===== config.mk =====
export PLATFORM = sky130hd
export DESIGN_NAME = seg_msg_sequencer
export DESIGN_NICKNAME = d
export VERILOG_FILES = /design/src/rtl/seg_msg_sequencer.sv
export SDC_FILE = /design/constraint.sdc
export NUM_CORES = 1
export LEC_CHECK = 0
export CAP_MARGIN = 20
export CELL_PAD_IN_SITES_DETAIL_PLACEMENT = 0
export CELL_PAD_IN_SITES_GLOBAL_PLACEMENT = 1
export CORE_MARGIN = 2
export CORE_UTILIZATION = 46
export DETAILED_ROUTE_END_ITERATION = 7
export PLACE_DENSITY_LB_ADDON = 0.1
export SETUP_SLACK_MARGIN = 0.05
export SYNTH_ARGS = -nofsm -noshare
export SYNTH_HDL_FRONTEND = slang
export SYNTH_SLANG_ARGS = --single-unit

===== constraint.sdc =====
create_clock -name clk -period 3.7 [get_ports clk]
set_input_delay 0.925 -clock clk [delete_from_list [all_inputs] [get_ports clk]]
set_output_delay 0.925 -clock clk [all_outputs]
set_load 0.01 [all_outputs]

===== src/rtl/seg_msg_sequencer.sv =====
// seg_msg_sequencer: index/load/blank controller for the seven-segment
// message datapath (debounced manual step or timed auto-scroll).
//
// Ports:
//   clk, rst        system clock, synchronous active-high reset
//   step_btn        raw asynchronous step button (active high)
//   auto_en         1 = auto-scroll, 0 = manual stepping
//   dir             0 = forward (idx+1), 1 = reverse (idx-1)
//   rate_sel[1:0]   auto period = TICK_DIV >> rate_sel
//   char_idx[3:0]   current character index, 0..MSG_LEN-1
//   char_load       one-cycle strobe: glyph stage loads char_idx
//   blank           1 = segments forced off
//   wrap            one-cycle pulse with char_load when the index wrapped
//   holding         1 while auto-scroll is paused
module seg_msg_sequencer #(
    parameter int unsigned MSG_LEN  = 14,
    parameter int unsigned DEBOUNCE = 20000,
    parameter int unsigned TICK_DIV = 1000000
) (
    input  logic       clk,
    input  logic       rst,
    input  logic       step_btn,
    input  logic       auto_en,
    input  logic       dir,
    input  logic [1:0] rate_sel,
    output logic [3:0] char_idx,
    output logic       char_load,
    output logic       blank,
    output logic       wrap,
    output logic       holding
);

    localparam int unsigned DB_W  = $clog2(DEBOUNCE + 1);
    localparam int unsigned PRE_W = $clog2(TICK_DIV + 1);

    localparam logic [DB_W-1:0]  DB_LAST  = DB_W'(DEBOUNCE - 1);
    localparam logic [PRE_W-1:0] PRE_FULL = PRE_W'(TICK_DIV);
    localparam logic [3:0]       LAST_IDX = 4'(MSG_LEN - 1);

    typedef enum logic [1:0] {
        S_BLANK = 2'd0,
        S_RUN   = 2'd1,
        S_HOLD  = 2'd2
    } state_e;

    // ------------------------------------------------------------------
    // State
    // ------------------------------------------------------------------
    logic             sync1_q, sync1_d;
    logic             sync2_q, sync2_d;
    logic             db_level_q, db_level_d;
    logic [DB_W-1:0]  db_cnt_q, db_cnt_d;
    logic             step_q, step_d;
    logic [PRE_W-1:0] pre_q, pre_d;
    state_e           state_q, state_d;
    logic [3:0]       idx_q, idx_d;
    logic             load_q, load_d;
    logic             wrap_q, wrap_d;
    logic             blank_q, blank_d;
    logic             hold_q, hold_d;

    // ------------------------------------------------------------------
    // Button path: 2-FF synchronizer, then a stability counter. The
    // debounced level only moves after DEBOUNCE consecutive samples that
    // disagree with it; any agreeing sample restarts the count.
    // ------------------------------------------------------------------
    always_comb begin
        sync1_d    = step_btn;
        sync2_d    = sync1_q;
        db_level_d = db_level_q;
        db_cnt_d   = '0;
        step_d     = 1'b0;
        if (sync2_q != db_level_q) begin
            if (db_cnt_q == DB_LAST) begin
                db_level_d = sync2_q;
                // Registered rising-edge pulse of the debounced level.
                step_d     = sync2_q;
            end else begin
                db_cnt_d = db_cnt_q + 1'b1;
            end
        end
    end

    // ------------------------------------------------------------------
    // Prescaler tick. Comparing with >= lets a switch to a shorter period
    // fire on the next cycle instead of waiting for the counter to wrap.
    // ------------------------------------------------------------------
    logic [PRE_W-1:0] period;
    logic             auto_run;
    logic             tick;

    always_comb begin
        period   = PRE_FULL >> rate_sel;
        auto_run = (state_q == S_RUN) && auto_en;
        tick     = auto_run && (pre_q >= (period - PRE_W'(1)));
    end

    // ------------------------------------------------------------------
    // Next index for an advance in the current direction.
    // ------------------------------------------------------------------
    logic [3:0] adv_idx;
    logic       adv_wrap;

    always_comb begin
        adv_idx  = idx_q;
        adv_wrap = 1'b0;
        if (dir) begin
            if (idx_q == 4'd0) begin
                adv_idx  = LAST_IDX;
                adv_wrap = 1'b1;
            end else begin
                adv_idx = idx_q - 4'd1;
            end
        end else begin
            if (idx_q >= LAST_IDX) begin
                adv_idx  = 4'd0;
                adv_wrap = 1'b1;
            end else begin
                adv_idx = idx_q + 4'd1;
            end
        end
    end

    // ------------------------------------------------------------------
    // Sequencer FSM: next state and registered outputs.
    // ------------------------------------------------------------------
    always_comb begin
        state_d = state_q;
        idx_d   = idx_q;
        load_d  = 1'b0;
        wrap_d  = 1'b0;
        pre_d   = '0;

        unique case (state_q)
            S_BLANK: begin
                if (step_q || auto_en) begin
                    state_d = S_RUN;
                    idx_d   = 4'd0;
                    load_d  = 1'b1;
                end
            end
            S_RUN: begin
                if (!auto_en) begin
                    if (step_q) begin
                        idx_d  = adv_idx;
                        wrap_d = adv_wrap;
                        load_d = 1'b1;
                    end
                end else if (step_q) begin
                    // Pause wins over a same-cycle tick; the count restarts.
                    state_d = S_HOLD;
                end else if (tick) begin
                    idx_d  = adv_idx;
                    wrap_d = adv_wrap;
                    load_d = 1'b1;
                end else begin
                    pre_d = pre_q + 1'b1;
                end
            end
            S_HOLD: begin
                if (step_q || !auto_en) begin
                    state_d = S_RUN;
                end
            end
            default: begin
                state_d = S_BLANK;
                idx_d   = 4'd0;
            end
        endcase

        blank_d = (state_d == S_BLANK);
        hold_d  = (state_d == S_HOLD);
    end

    // ------------------------------------------------------------------
    // Registers
    // ------------------------------------------------------------------
    always_ff @(posedge clk) begin
        if (rst) begin
            sync1_q    <= 1'b0;
            sync2_q    <= 1'b0;
            db_level_q <= 1'b0;
            db_cnt_q   <= '0;
            step_q     <= 1'b0;
            pre_q      <= '0;
            state_q    <= S_BLANK;
            idx_q      <= 4'd0;
            load_q     <= 1'b0;
            wrap_q     <= 1'b0;
            blank_q    <= 1'b1;
            hold_q     <= 1'b0;
        end else begin
            sync1_q    <= sync1_d;
            sync2_q    <= sync2_d;
            db_level_q <= db_level_d;
            db_cnt_q   <= db_cnt_d;
            step_q     <= step_d;
            pre_q      <= pre_d;
            state_q    <= state_d;
            idx_q      <= idx_d;
            load_q     <= load_d;
            wrap_q     <= wrap_d;
            blank_q    <= blank_d;
            hold_q     <= hold_d;
        end
    end

    assign char_idx  = idx_q;
    assign char_load = load_q;
    assign blank     = blank_q;
    assign wrap      = wrap_q;
    assign holding   = hold_q;

endmodule


# --- Word level (Yosys, flattened, before mapping) ---
# Cells that the tools add are included.
totals:
  register_bits: 49
  inputBits: 7
  output_inout_bits: 8
  word_cells: 75
op_classes:
  n_addsub: 5
  n_lt_le_gt_ge: 2
  n_eq_ne: 9
  shifts: 1
  muxes: 27
  n_bitwise: 5
  n_reduce_logical: 14
ops:
  columns: ["op", "count"]
  rows:
  - ["two-way mux 4 bit", 8]
  - ["adder 20 x 1 -> 20 bit (second input constant)", 1]
  - [">= comparator 20 bit", 1]
  - ["right shift 20 x 2 -> 20 bit (first input constant)", 1]
  - ["subtractor 20 x 1 -> 20 bit (second input constant)", 1]
  - ["adder 15 x 1 -> 15 bit (second input constant)", 1]
  - ["== test 15 bit (second input constant)", 1]
  - ["two-way mux 1 bit", 12]
  - ["one-hot mux 4 bit (3 select lines)", 1]
  - ["!= test 3 bit (second input constant)", 3]
  - ["two-way mux 2 bit", 4]
  - ["one-hot mux 2 bit (3 select lines)", 1]
  - ["OR reduction 3 bit", 2]
  - ["inverter 1 bit", 5]
  - ["AND reduction 5 bit", 1]
  - ["OR reduction 5 bit", 1]
  - ["adder 4 x 1 -> 4 bit (second input constant)", 1]
  - ["== test 2 bit (second input constant)", 2]
  - [">= comparator 4 bit (second input constant)", 1]
  - ["logical NOT 2 bit", 2]
  - ["logical NOT 4 bit", 1]
  - ["subtractor 4 x 1 -> 4 bit (second input constant)", 1]
  - ["== test 2 x 1 -> 1 bit (second input constant)", 1]
  - ["logical AND 1 bit", 2]
  - ["other kinds (7)", 8]

# --- Logic depth before layout (Yosys ltp) ---
# Gate-level depths: netlist of the first run.
logic_depth:
  depth_word: 8
  mapped_depth: 12
  mapped_depth_nobuf: 11

# --- Worst setup path before layout of the first run ---
# Ideal clock, no wire load.
synth_path:
  path_type: "input to register"
  start: "input port rate_sel[0]"
  end: "register idx_q[0] (netlist: char_idx[0])"
  setup_time_ns: 0.138
  t_arrival_ns: 2.735
  t_required_ns: 3.562
  path_slack_ns: 0.827
  stages: 11
  n_path_buf: 0
  path_cell_list: "inv_1 -> ha_1 -> inv_1 -> o21ai_0 -> and3_1 -> ha_1 -> nand4_2 -> nor4_2 -> a22oi_2 -> a41oi_1 -> o32ai_1"
synth_via:
  elab_chain_cells: 6
synth_lines:
  columns: ["item", "line_no", "text"]
  rows:
  - ["from (decl)", "25", "input logic [1:0] rate_sel,"]
  - ["right shift 20 x 2 -> 20 bit", "93", "period = PRE_FULL >> rate_sel;"]
  - ["subtractor 20 x 1 -> 20 bit", "95", "tick = auto_run && (pre_q >= (period - PRE_W'(1)));"]
  - [">= comparator 20 bit", "95", null]
  - ["logical AND 1 bit", "95", null]
  - ["!= test 3 bit (no source line)", null, null]
  - ["AND reduction 5 bit (no source line)", null, null]
  - ["to (signal assigned)", "200", "idx_q <= idx_d;"]
  - ["to (decl)", "56", "logic [3:0] idx_q, idx_d;"]
# Every way passes these cells.
# A chain may end at the register's enable or synchronous reset.

# --- Worst setup path in the final report of the first run ---
layout_path:
  start: "input port rate_sel[1]"
  end: "register idx_q[3] (netlist: char_idx[3])"
# Same word-level chain as after synthesis.

==> impl_metrics.toml, run 1 <==
[run_status]
outcome = "completed"

[place]
placed_cell_area_mm2 = 0.00299
place_inst = 404
port_buffers = 14
hpwl_um = 3830
place_congestion = 0.836

[global_routing]
grt_first_pass_wirelength_um = 8970
grt_max_degree = 20
gr-total-overflow = 0
grt_pass1_vias = 1954
antenna_found_initial = 0
groute.usage.overall = 0.172

[worst_hold_path]
hp-class = "reg -> reg"

[layout]
layout_common_cells = "50 x nor2_1, 49 x dfxtp_1, 32 x ha_1, 25 x inv_1, 19 x xnor2_1"
fin_util = 0.528
final_area_mm2 = 0.00309
diodes = 0
final.fill_count = 548
stdcell_count = 412
drive_above_1_share = 0.0445
final_common_cell = "nor2_1"
area_delta_synth_final_pct = 11.5
fin_nets = 375

[power]
ir_worst_vdd_mv = 0.179
finalPower_mw = 0.928
pwr_density_cell_mw_per_mm2 = 301
p_leak_nw = 1.17

[yosys]
synth_area_leader_cell = "dfxtp_1"
synthCells = 319
synthFlopType = "dfxtp_1"
synth_seq_cells = 49
avgSynthCellArea_um2 = 8.68
synth.top_cells.by_area = "dfxtp_1 35%, ha_1 14%, nor2_1 6.8%, xnor2_1 6.0%, xor2_1 3.8%"
synth_cell_type_count = 44
syn_nets = 358
async_flop_share = 0
synth-warning-count = 0
synth_top_cell_area_share = 0.354
synth-edff-count = 0
synth_area_mm2 = 0.00277
ys_seq_area_frac = 0.354

[floorplan]
dieArea_mm2 = 0.00665
start_util = 0.473
ios = 15
num_rows = 28
die_h_um = 81.6
die_x_um = 81.6
core_area_mm2 = 0.00585

[cts]
clk_path_buf_depth = 2
cts.clk_slew.worst_paths_ps = 90
holdBufCountCts = 0
clock-root-buffer = "clkbuf_8"
cts_tree = "built"
cts_sinks = 49
htree_num_levels = 2
post-cts-setup-buffers = 0
insertion_delay_ps = 310
postCtsResizedCells = 0
numCtsBuffers = 5

[sta]
finalMaxSlewViolations = 0
fmax_mhz = 300
finalCriticalPeriod_ps = 3330
rsz0062_at_grt = "false"
setup_tns_ps = 0
finalCritPeriodShare = 0.899
hold_viol_final = 0
skew_ps = 17.4
setup_viol = 0

[routing]
drcViolationCount = 0
vias = 2100
routed_wirelength_um = 5110
vias_per_cell = 5.10
wl_per_cell_um = 12.4
drtIter0Drc = 43
ant_nets = 0
drt_pre_antenna_iters = 5

[setup_path]
cp-start-kind = "input port"
critical_path_class = "in -> reg"
end_kind = "register"
critPathRequiredTime_ps = 3860
crit_arrival_ps = 3490
cp_max_fo = 6

[flow_run]
drv_cap = 0
## cell families (layout without fill, tap and decap cells)
family | Yosys count | after routing | share of synthesized area
AND/OR/NAND/NOR | 130 | 130 | 0.244
flip-flops | 49 | 49 | 0.354
AO/OA/AOI/OAI | 45 | 45 | 0.113
adder cells (fa/ha/maj) | 32 | 32 | 0.145
XOR/XNOR | 31 | 31 | 0.0981
buffers and inverters | 30 | 48 | 0.0416
other | 1 | 1 | 0.00135
multiplexers | 1 | 1 | 0.00362
## metrics by stage
stage / worst slack [ps] / hold slack (ps)
finish: 372 / 442
global route: 164 / 462
CTS: 375 / 453
detailed placement: 55.1 / 428
global placement: 118 / 417
floorplan: 827 / 413
## synthesized netlist by cell type, types with 2 or more instances
| cell | n |
|---|---|
| nor2_1 | 50 |
| dfxtp_1 | 49 |
| ha_1 | 32 |
| inv_1 | 25 |
| xnor2_1 | 19 |
| a21oi_1 | 17 |
| nand2_1 | 16 |
| nand3_1 | 12 |
| xor2_1 | 12 |
| nand4_1 | 9 |
| nor3_1 | 9 |
| and3_1 | 7 |
| o21ai_0 | 7 |
| nor2b_1 | 6 |
| nand2b_1 | 5 |
| and4_1 | 4 |
| o32ai_1 | 4 |
| clkbuf_1 | 3 |
| a211oi_1 | 2 |
| and2_1 | 2 |
| and3b_1 | 2 |
| buf_2 | 2 |
| nor4b_1 | 2 |
| o21bai_1 | 2 |
| o22ai_1 | 2 |
## critical path, cell delays in order
cell and delay [ps]:
clkdlybuf4s50_1 520, inv_1 180, ha_1 180, o21ai_0 80, and3_1 190, ha_1 280
nand4_2 120, nor4_2 310, a22oi_2 170, a41oi_1 390, o32ai_1 150
## report_power, final
group | leakage (nW) | internal (mW) | switching, mW | total [mW]
sequential | 0.396 | 0.531 | 0.00282 | 0.534
clock | 0.0478 | 0.154 | 0.184 | 0.338
combinational | 0.725 | 0.0248 | 0.0316 | 0.0564
## layout make-up
type	instances	area, um^2	share of cell area
multi-input combinational	240	1670	0.542
sequential	49	981	0.318
timing repair buffer	15	148	0.0478
inverter	25	93.8	0.0304
tap	75	93.8	0.0304
clock buffer	6	82.6	0.0268
clock inverter	2	16.3	0.00527
## path summary, 6_finish.rpt
path	slack (ps)	to	startpoint	cells after the start
worst min-delay path	440	sync2_q	sync1_q	1
worst min register to register	440	sync2_q	sync1_q	1
worst max register to register	1670	char_idx[3]	pre_q[18]	6
worst max-delay path	370	char_idx[3]	rate_sel[1]	11
## flip-flops by register name, indices dropped and copies added (netlist names)
name and count:
db_cnt_q 15, db_level_q 1, state_q 2, blank 1, char_idx 4, pre_q 20
sync1_q 1, sync2_q 1, step_q 1, wrap 1, char_load 1, holding 1
## per-layer routing
layer | up-vias | wire length [um] | track usage
met1 | 946 | 2550 | 0.224
met3 | 6 | 126 | 0.0374
met5 | - | 0 | 0
met2 | 18 | 2360 | 0.284
li1 | 1130 | - | -
met4 | 0 | 76 | 0.0559
No activity file was read; power rests on OpenSTA's default activity.
==> run 2, diff against run 1 <==
CAP_MARGIN = unset   (was 20)
==> results of run 2 <==
Same layout as run 1: the final DEF is identical, and so are final timing and power.
==> run 3, diff against run 2 <==
CORE_UTILIZATION = 47   (was 46)
CTS_BUF_LIST = sky130_fd_sc_hd__clkbuf_2 sky130_fd_sc_hd__clkbuf_4 sky130_fd_sc_hd__clkbuf_8   (was unset)
==> impl_metrics.toml, run 3 (same netlist as run 1, synthesis figures left out) <==
[place]
place_congestion = 0.850
hpwl_um = 3740
port_buffers = 14
pre_cts_ws_ps = 81.7

[sta]
finalCriticalPeriod_ps = 3320
setup_tns_ps = 0
fin_ws_ps = 378
finalCritPeriodShare = 0.898
fmax_mhz = 301
finalMaxSlewViolations = 0
skew_ps = 5.28
rsz0062_at_grt = "false"
setup_viol = 0
hold_viol_final = 0

[layout]
largest_reg_flops = 20
final.fill_count = 559
diodes = 0
multi_input_area_mm2 = 0.00167
fin_nets = 375
layout_common_cells = "50 x nor2_1, 49 x dfxtp_1, 32 x ha_1, 25 x inv_1, 19 x xnor2_1"
top_register = "pre_q"
drive_above_1_share = 0.0445
final_common_cell = "nor2_1"
area_delta_synth_final_pct = 12.2
seq_area_um2 = 981

[cts]
clock-root-buffer = "clkbuf_8"
cts_tree = "built"
htree_num_levels = 2
cts_sinks = 49
cts.clk_slew.worst_paths_ps = 90
numCtsBuffers = 5
postCtsResizedCells = 0
insertion_delay_ps = 290
holdBufCountCts = 0
clk_path_buf_depth = 2
post-cts-setup-buffers = 0

[routing]
wl_per_cell_um = 12.3
drcViolationCount = 0
vias_per_cell = 5.16
drtIter0Drc = 63
routed_wirelength_um = 5020
vias = 2111
drt_pre_antenna_iters = 6
ant_nets = 0

[setup_path]
max_stage_delay_ps = 520
cp_max_fo = 6
cp-start-kind = "input port"
critPathRequiredTime_ps = 3860
end_kind = "register"
cp_cell_sequence = "clkdlybuf4s50_1, inv_1, ha_1, o21ai_0, and3_1, ha_1, nand4_2, nor4_2, a22oi_2, a41oi_1, o32ai_1"
crit_arrival_ps = 3480
cpMostUsedCell = "ha_1"
slowest_stage = "clkdlybuf4s50_1"
critical_path_class = "in -> reg"

[floorplan]
core_area_mm2 = 0.00561
die_h_um = 80.7
num_rows = 27
dieArea_mm2 = 0.00652
start_util = 0.494
die_x_um = 80.7
ios = 15

[global_routing]
grt_use_met3 = 0.0300
grt_first_pass_wirelength_um = 8780
gr-total-overflow = 0
grt_pass1_vias = 1909
use_met2 = 0.282
grt_max_degree = 20
busiest_layer = "met2"
grt_util_met1 = 0.230
antenna_found_initial = 0
groute.usage.overall = 0.170

[flow_run]
drv_cap = 0

[power]
ir_worst_vdd_mv = 0.240
p_leak_nw = 1.18
pwr_density_cell_mw_per_mm2 = 319
finalPower_mw = 0.991

[worst_hold_path]
hp-class = "reg -> reg"

[run_status]
outcome = "completed"
-- run 3: worst paths after layout --
check | end | slack (ps) | start | cells past startpoint
setup / recovery | char_idx[0] | 380 | rate_sel[1] | 11
hold / removal | pre_q[0] | 450 | pre_q[0] | 1
setup reg to reg | char_idx[0] | 1710 | pre_q[19] | 6
hold reg to reg | pre_q[0] | 450 | pre_q[0] | 1
-- run 3: worst max-delay path: cells and delay by family --
kind	cells	cell delay, ps
AOI/OAI and AO/OA	4	780
and+or+nand+nor	3	620
adders and majority gates	2	460
buffers and inverters	2	690
-- run 3: power breakdown --
part	internal, mW	switching (mW)
Combinational	0.0248	0.0315
Sequential	0.531	0.00287
Clock	0.228	0.174
-- run 3: cell type report --
type	instances	area share
Multi-Input combinational cell	240	0.538
Sequential cell	49	0.316
Timing Repair Buffer	15	0.0476
Inverter	25	0.0302
Clock buffer	7	0.0290
Tap cell	72	0.0290
Clock inverter	1	0.00967
-- run 3: through the flow --
step / std cells / utilization / hold WS (ps) / instance area (um^2)
2_1_floorplan: 319 / - / 413 / 2770
3_3_place_gp: 401 / 0.532 / 417 / 2980
3_5_place_dp: 401 / 0.532 / 436 / 2980
4_1_cts: 409 / 0.554 / 455 / 3100
5_1_grt: 409 / 0.554 / 475 / 3100
6_report: 409 / 0.554 / 451 / 3100
-- run 3: metal layers --
metal | wire [um] | part of all wire | vias up
met3 | 119 | 0.024 | 5
li1 | - | - | 1130
met1 | 2530 | 0.50 | 954
met2 | 2330 | 0.46 | 22
met5 | 0 | 0 | -
met4 | 37 | 0.0074 | 0
